[src/rtl/uart_rx_if.sv]
// Receiver output bundle: received byte plus done / framing-error pulses.
// The receiver drives the master side; the consumer uses the slave side.
interface uart_rx_if #(
  parameter int DATA_BITS = 8
);
  logic [DATA_BITS-1:0] data_byte;
  logic                 rx_done;
  logic                 frame_error;

  modport master (
    output data_byte,
    output rx_done,
    output frame_error
  );

  modport slave (
    input data_byte,
    input rx_done,
    input frame_error
  );
endinterface

[src/rtl/uart_rx.sv]
// UART receiver: 16x oversampled, 1 start, DATA_BITS data (LSB first), 1 stop.
// Good frames pulse rx_done with the byte; bad stop bits pulse frame_error.
module uart_rx #(
  parameter int DATA_BITS  = 8,
  parameter int OVERSAMPLE = 16
) (
  input  logic      i_clock,
  input  logic      i_reset,
  input  logic      i_tick,
  input  logic      i_rx_data,
  uart_rx_if.master rx_bus
);

  localparam int TW = $clog2(OVERSAMPLE);
  localparam int BW = (DATA_BITS > 1) ? $clog2(DATA_BITS) : 1;

  localparam logic [TW-1:0] HALF_M1  = TW'(OVERSAMPLE / 2 - 1);
  localparam logic [TW-1:0] FULL_M1  = TW'(OVERSAMPLE - 1);
  localparam logic [BW-1:0] LAST_BIT = BW'(DATA_BITS - 1);

  typedef enum logic [6:0] {
    IDLE  = 7'b0000001,
    START = 7'b0000010,
    DATA  = 7'b0000100,
    STOP  = 7'b0001000,
    DONE  = 7'b0010000,
    ERR   = 7'b0100000,
    BRK   = 7'b1000000
  } state_t;

  state_t               state;
  logic [TW-1:0]        tick_cnt;
  logic [BW-1:0]        bit_cnt;
  logic [DATA_BITS-1:0] shreg;
  logic [DATA_BITS-1:0] data_q;
  logic                 done_q;
  logic                 err_q;
  logic                 rx_m;
  logic                 rx_s;

  // Line idles high, so the synchronizer resets to 1
  always_ff @(posedge i_clock) begin
    if (i_reset) begin
      rx_m <= 1'b1;
      rx_s <= 1'b1;
    end else begin
      rx_m <= i_rx_data;
      rx_s <= rx_m;
    end
  end

  always_ff @(posedge i_clock) begin
    if (i_reset) begin
      state    <= IDLE;
      tick_cnt <= '0;
      bit_cnt  <= '0;
      shreg    <= '0;
      data_q   <= '0;
      done_q   <= 1'b0;
      err_q    <= 1'b0;
    end else begin
      done_q <= 1'b0;
      err_q  <= 1'b0;
      unique case (state)
        IDLE: begin
          tick_cnt <= '0;
          bit_cnt  <= '0;
          if (i_tick && !rx_s)
            state <= START;
        end
        START: begin
          if (i_tick) begin
            if (tick_cnt == HALF_M1) begin
              tick_cnt <= '0;
              state    <= rx_s ? IDLE : DATA;
            end else begin
              tick_cnt <= tick_cnt + TW'(1);
            end
          end
        end
        DATA: begin
          if (i_tick) begin
            if (tick_cnt == FULL_M1) begin
              tick_cnt <= '0;
              shreg    <= {rx_s, shreg[DATA_BITS-1:1]};
              if (bit_cnt == LAST_BIT)
                state <= STOP;
              else
                bit_cnt <= bit_cnt + BW'(1);
            end else begin
              tick_cnt <= tick_cnt + TW'(1);
            end
          end
        end
        STOP: begin
          if (i_tick) begin
            if (tick_cnt == FULL_M1) begin
              tick_cnt <= '0;
              state    <= rx_s ? DONE : ERR;
            end else begin
              tick_cnt <= tick_cnt + TW'(1);
            end
          end
        end
        DONE: begin
          data_q <= shreg;
          done_q <= 1'b1;
          state  <= IDLE;
        end
        ERR: begin
          err_q <= 1'b1;
          state <= BRK;
        end
        // A held-low line must be released before a new frame can start
        BRK: begin
          if (i_tick && rx_s)
            state <= IDLE;
        end
        default: state <= IDLE;
      endcase
    end
  end

  assign rx_bus.data_byte   = data_q;
  assign rx_bus.rx_done     = done_q;
  assign rx_bus.frame_error = err_q;

endmodule

[src/flat_wrapper.sv]
// flat-port wrapper written by rule: the top's interface ports become plain ports
module uart_rx_flat 
#(
  parameter int DATA_BITS  = 8,
  parameter int OVERSAMPLE = 16
)
  (i_clock, i_reset, i_tick, i_rx_data, rx_bus_data_byte, rx_bus_rx_done, rx_bus_frame_error);
  uart_rx_if #(.DATA_BITS(DATA_BITS)) rx_bus_i ();
  input  logic i_clock;
  input  logic i_reset;
  input  logic i_tick;
  input  logic i_rx_data;
  output wire logic [$bits(rx_bus_i.data_byte)-1:0] rx_bus_data_byte;
  output wire logic [$bits(rx_bus_i.rx_done)-1:0] rx_bus_rx_done;
  output wire logic [$bits(rx_bus_i.frame_error)-1:0] rx_bus_frame_error;
  assign rx_bus_data_byte = rx_bus_i.data_byte;
  assign rx_bus_rx_done = rx_bus_i.rx_done;
  assign rx_bus_frame_error = rx_bus_i.frame_error;
  uart_rx #(.DATA_BITS(DATA_BITS), .OVERSAMPLE(OVERSAMPLE)) u_core (.i_clock(i_clock), .i_reset(i_reset), .i_tick(i_tick), .i_rx_data(i_rx_data), .rx_bus(rx_bus_i));
endmodule
[config.mk]
export PLATFORM = sky130hd
export DESIGN_NAME = uart_rx_flat
export DESIGN_NICKNAME = d
export VERILOG_FILES = /design/src/rtl/uart_rx_if.sv /design/src/rtl/uart_rx.sv /design/src/flat_wrapper.sv
export SDC_FILE = /design/constraint.sdc
export NUM_CORES = 1
export LEC_CHECK = 0
export BUFFER_PORTS_ARGS = -buffer_cell sky130_fd_sc_hd__buf_2
export CAP_MARGIN = 10
export CELL_PAD_IN_SITES_DETAIL_PLACEMENT = 0
export CELL_PAD_IN_SITES_GLOBAL_PLACEMENT = 1
export CORE_UTILIZATION = 45
export DETAILED_ROUTE_END_ITERATION = 8
export PLACE_DENSITY_LB_ADDON = 0.08
export SYNTH_ARGS = -nofsm -noshare
export SYNTH_HDL_FRONTEND = slang
export SYNTH_SLANG_ARGS = --single-unit
[constraint.sdc]
create_clock -name i_clock -period 2.8 [get_ports i_clock]
set_input_delay 0.14 -clock i_clock [delete_from_list [all_inputs] [get_ports i_clock]]
set_output_delay 0.14 -clock i_clock [all_outputs]
set_load 0.005 [all_outputs]
==> results of run 1 <==
[registers in the layout, summed over array words and instances, names as in the netlist]
register and count:
u_core.state 7, u_core.rx_bus.frame_error 1, u_core.rx_bus.rx_done 1, u_core.shreg 8, u_core.rx_m 1, u_core.rx_bus.data_byte 8
u_core.rx_s 1, u_core.tick_cnt 4, u_core.bit_cnt 3
[metrics by stage]
stage	cell area (sq um)	hold slack [ps]	util [%]	setup slack, ps	power, W
global route	1720	320	51.5	519	0.00105
global placement	1650	322	49.4	641	0.000723
finish	1720	305	51.5	625	0.000998
CTS	1720	295	51.5	629	0.00101
floorplan	1580	244	-	768	0.000688
detailed placement	1650	332	49.4	655	0.000727
[layer usage]
metal  part of all wire (%)  wire (um)  GRT usage (%)  up-vias
met1                     46       1280           20.5      557
li1                       -          -              -      603
met4                    1.8         49           6.82        0
met5                      0          0              0        -
met2                     48       1340           27.5       14
met3                    3.6        100           6.30        5
[synthesized netlist by cell type, types with 3 or more instances]
| library cell | instances | share of area [%] |
|---|---|---|
| nand2_1 | 6 | 1.4 |
| o21ai_0 | 3 | 0.95 |
| nor2b_1 | 4 | 1.6 |
| nand3_1 | 6 | 1.9 |
| ha_1 | 3 | 2.4 |
| clkbuf_1 | 4 | 0.95 |
| xor2_1 | 3 | 1.7 |
| mux2_2 | 4 | 2.9 |
| nand2b_1 | 6 | 2.4 |
| dfxtp_1 | 34 | 43 |
| nor3_1 | 4 | 1.3 |
| mux2i_1 | 17 | 11 |
| a21oi_1 | 5 | 1.6 |
| nor2_1 | 25 | 5.9 |
| nor4_1 | 3 | 1.2 |
[worst max-delay path by stage]
stage | to | slack, ps | cells after the start
after floorplan | u_core.shreg[4] | 770 | 5
after global placement | u_core.shreg[6] | 640 | 5
final | u_core.shreg[2] | 620 | 5
after detailed placement | u_core.shreg[6] | 660 | 5
after CTS | u_core.shreg[2] | 630 | 5
after global routing | u_core.shreg[6] | 520 | 5
[kinds of logic (layout without fill, tap and decap cells)]
| logic type | Yosys count | in the layout | share of synthesized area [%] |
|---|---|---|---|
| simple gates | 71 | 71 | 25.4 |
| flops | 34 | 34 | 43.1 |
| mux | 21 | 21 | 13.6 |
| compound gates | 20 | 20 | 10.5 |
| buf+inv | 9 | 22 | 3.41 |
| fa+ha+maj | 3 | 3 | 2.38 |
| xor+xnor | 3 | 3 | 1.66 |
[critical path, delay by kind of cell, from the launching register on]
kind	cells	cell delay, ps
multiplexers	1	220
AND/OR/NAND/NOR	4	1460
flip-flops	1	380
[power groups by stage]
| stage | Combinational, W | Clock [W] | Sequential, W |
|---|---|---|---|
| after floorplan | 0.000168 | 0 | 0.000521 |
| after global placement | 0.000187 | 0 | 0.000536 |
| after detailed placement | 0.000191 | 0 | 0.000536 |
| after CTS | 0.000193 | 0.000291 | 0.000525 |
| after global routing | 0.000216 | 0.000309 | 0.000529 |
| final | 0.000193 | 0.000280 | 0.000525 |
[layout make-up]
class	count	area [sq um]
fill	327	1620
multi-input combinational	118	845
sequential	34	681
timing repair buffer	14	75.1
tap	46	57.6
clock buffer	7	55.1
clock inverter	1	5.00
==> reports/metrics.cfg, run 1 <==
[setup_path]
r2r-start = u_core.state[5]
crit_fanout = 9
max_stage_delay_ps = 590
path_class = reg2reg
crit_arrival_ps = 2380
cp-startpoint = u_core.state[5]
setup.worst_path.end_class = flip-flop
path_cells = or4_4 -> or4b_4 -> nor2_8 -> mux2i_1 -> nor2_1
reg2reg_depth = 5
required_ps = 3000
r2r-end = u_core.shreg[2]
cpMaxStageDelayCell = or4_4
worstSetupStartpointType = flip-flop
r2r_setup_slack_ps = 620

[die]
die_w_um = 61.2
start_util_pct = 47.3
die_h_um = 61.2
ios = 14
die-area_sq_um = 3750
coreArea_sq_um = 3340
rows = 21

[global_routing]
grt-ovfl-total = 0
grt_pass1_wl_um = 4550
grt_pass1_vias = 1056
grt_usage_pct = 17.0
grt_max_degree = 35
antenna_found_initial = 0

[sta]
fin_crit_ps = 2180
rsz0062_at_grt = false
clock_skew_ps = 10.6
tightest_slew_ps = 614
hold_viol_final = 0
post-route-period-util_pct = 77.7
finalSetupViolCount = 0
fin_setup_tns_ps = 0
slew_headroom_pct = 59.1
drv_slew = 0
max_clock_freq_mhz = 460

[logic_synthesis]
syn-num-nets = 168
synth_warnings = 0
synth_edf_count = 0
ys_ff_latch = 34
synth-async-reset-ratio_pct = 0
synth_cell_type_count = 43
synth_seq_area_share_pct = 43.1
synth_cells = 161
netlist_area_sq_um = 1580
synth_ff_type = dfxtp_1
syn_area_per_cell_sq_um = 9.81

[clock_network]
post_cts_buffers = 0
h-tree-depth = 2
post_cts_resized = 0
cts.hold.buffers_added = 1
cts_buffers = 5
cts_tree = yes
cts.sinks = 34
clock-root-buffer = clkbuf_4
clk_path_buf_depth = 2
path_clk_slew_ps = 110
clk_latency_ps = 330

[power]
clock_power_share_pct = 28.1
share_comb_of_total_power_pct = 19.4
powerDensity_nw_per_um2 = 581
p_switching_w = 0.000301
ir_drop_v = 0.000406
swShare_pct = 30.2
power_leakage_nw = 0.749
seqPwrFrac_pct = 52.6
p_int_w = 0.000697

[final_layout]
diodes = 0
layout-area-overhead-vs-synth_pct = 8.80
num-nets-final = 180
drive_above_1_share_pct = 19.5
mostFrequentLayoutCells = dfxtp_1 (34), nor2_1 (25), mux2i_1 (17)
layout_commonest_cell = dfxtp_1
post_layout_nonfiller_instances = 220

[outcome]
status = completed

[drt]
num_vias = 1179
drt_pre_antenna_iters = 4
routed_wl_um = 2770
ant_nets = 0
wl_per_cell_um = 12.6
drtIter0Drc = 40
drc = 0
vias_per_cell = 5.36

[placement]
dp_cells = 211
place_hpwl_um = 1920
portBuffers = 13
routabilityCongestion = 0.786

[flow_run]
drv_cap = 0

[hold_path]
min_path_cells = 2
holdPathEnd = u_core.tick_cnt[0]
hp-start = i_reset
hold_class = in2reg

No activity file was read; power rests on OpenSTA's default activity.
==> run 2, diff against run 1 <==
==> constraint.sdc (replaced) <==
create_clock -name i_clock -period 2.05 [get_ports i_clock]
set_input_delay 0.1025 -clock i_clock [delete_from_list [all_inputs] [get_ports i_clock]]
set_output_delay 0.1025 -clock i_clock [all_outputs]
set_load 0.005 [all_outputs]
==> run 2 against run 1 <==
Compared with the run above:
- global-route usage grew 1.5 points
- wire length grew 7.5%
- combinational power increased by 87%
- setup slack got worse by 610 ps
- clock-buffer cell count is 1 lower
- sequential share of layout area decreased by 2.2 points
==> reports/metrics.cfg, run 2 (same netlist as run 1, synthesis figures left out) <==
[clock_network]
post_cts_buffers = 0
path_clk_slew_ps = 110
cts.sinks = 34
clock-root-buffer = clkbuf_4
cts_tree = yes
cts_buffers = 5
h-tree-depth = 2
clk_latency_ps = 330
clk_path_buf_depth = 2
post_cts_resized = 0

[sta]
rsz0062_at_grt = true
post-route-period-util_pct = 99.2
hold_viol_final = 0
drv_slew = 0
clock_skew_ps = 7.06
slew_headroom_pct = 60.4
tightest_slew_ps = 594
finalSetupViolCount = 0
max_clock_freq_mhz = 492
fin_crit_ps = 2030
fin_setup_tns_ps = 0

[placement]
placed_area_sq_um = 1730
dp_cells = 222
portBuffers = 13
routabilityCongestion = 0.801
place_hpwl_um = 2170

[final_layout]
diodes = 0
drive_above_1_share_pct = 24.3
multi_input_area_sq_um = 845
fillers = 326
post_layout_nonfiller_instances = 231
layout_commonest_cell = dfxtp_1
layout-area-overhead-vs-synth_pct = 15.2
mostFrequentLayoutCells = dfxtp_1 (34), nor2_1 (25), mux2i_1 (17)
fin_area_sq_um = 1820
regArea_sq_um = 681
num-nets-final = 191

[die]
rows = 21
die_w_um = 61.2
coreArea_sq_um = 3340
die-area_sq_um = 3750
start_util_pct = 47.3
die_h_um = 61.2
ios = 14

[setup_path]
path_class = reg2reg
cp-startpoint = u_core.state[5]
r2r_setup_slack_ps = 20
crit_fanout = 4
path_cells = or4_4 -> or4b_4 -> nor2_1 -> o2bb2ai_1 -> mux2_2
r2r-end = u_core.bit_cnt[0]
required_ps = 2280
crit_arrival_ps = 2260
critPathBufInv = 0
worstSetupStartpointType = flip-flop
crit_cells = 5
max_stage_delay_ps = 560
setup.worst_path.end_class = flip-flop
r2r-start = u_core.state[5]
cpMaxStageDelayCell = or4b_4
cpLargestDelayFamily = simple AND/OR/NAND/NOR gates
reg2reg_depth = 5
endpoint = u_core.bit_cnt[0]

[power]
seqPwrFrac_pct = 44.9
swShare_pct = 28.4
share_comb_of_total_power_pct = 23.6
p_int_w = 0.00110
clock_power_share_pct = 31.6
p_switching_w = 0.000435
power_leakage_nw = 0.807
ir_drop_v = 0.000494
powerDensity_nw_per_um2 = 842

[drt]
drc = 0
routed_wl_um = 2980
drt_pre_antenna_iters = 4
ant_nets = 0
vias_per_cell = 5.12
drtIter0Drc = 40
wl_per_cell_um = 12.9
num_vias = 1183

[global_routing]
grt_usage_pct = 18.5
grt-ovfl-total = 0
grt_max_degree = 35
antenna_found_initial = 0
grt_pass1_vias = 1091
grt_pass1_wl_um = 4980

[flow_run]
drv_cap = 0

[outcome]
status = completed

[hold_path]
hold_class = in2reg

-- run 2: cell types whose count changed in the layout (fill, tap and decap cells not counted), sizes merged --
cell | before | now
clkinvlp | 0 | 1
clkinv | 1 | 0
clkbuf | 7 | 6
buf | 13 | 24
bufinv | 0 | 1
-- run 2: layer usage --
metal | track usage, % | vias to the layer above | share of wire, %
li1 | - | 616 | -
met1 | 23.6 | 549 | 49
met2 | 29.2 | 12 | 47
met3 | 5.04 | 6 | 2.7
met4 | 8.77 | 0 | 2.0
met5 | 0 | - | 0
-- run 2: power by group through the flow --
stage | Combinational, W | Clock (W) | Sequential [W]
final | 0.000361 | 0.000483 | 0.000687
after global routing | 0.000403 | 0.000530 | 0.000689
after CTS | 0.000365 | 0.000502 | 0.000688
after detailed placement | 0.000363 | 0 | 0.000702
after global placement | 0.000354 | 0 | 0.000703
after floorplan | 0.000229 | 0 | 0.000711
-- run 2: worst register-to-register path, stage by stage (launching register included) --
cell	delay [ps]
dfxtp_1	330
or4_4	530
or4b_4	560
nor2_1	130
o2bb2ai_1	100
mux2_2	280
-- run 2: repair_timing --
action | 4_1_cts | 5_1_grt
pin swaps | 1 | 0
endpoints found under the hold margin | 1 | 0
setup endpoints to repair | 4 | 10
hold buffers | 1 | 0
-- run 2: how the worst min path moves through the flow --
stage                            endpoint  slack (ps)  depth (start not counted)       from
finish                    u_core.shreg[1]         260                          2    i_reset
global placement              u_core.rx_m         280                          2  i_rx_data
floorplan                     u_core.rx_m         210                          1  i_rx_data
global route              u_core.shreg[1]         270                          2    i_reset
detailed placement            u_core.rx_m         290                          2  i_rx_data
CTS                 u_core.rx_bus.rx_done         240                          2    i_reset
-- run 2: final cells by class --
| cell class | instances | area share [%] |
|---|---|---|
| repair buffers | 25 | 8.67 |
| well taps | 46 | 3.16 |
| clock buffers | 6 | 2.27 |
| flip-flops and latches | 34 | 37.4 |
| multi-input cells | 118 | 46.4 |
| clock inverters | 2 | 2.06 |
-- run 2: metrics by stage --
stage / setup slack, ps / hold WS (ps) / util [%] / total power (W)
floorplan: 18.0 / 206 / - / 0.000940
global placement: 23.6 / 285 / 51.9 / 0.00106
detailed placement: 12.2 / 290 / 51.9 / 0.00106
CTS: 17.7 / 244 / 54.5 / 0.00155
global route: -54.7 / 268 / 54.5 / 0.00162
finish: 16.5 / 260 / 54.5 / 0.00153
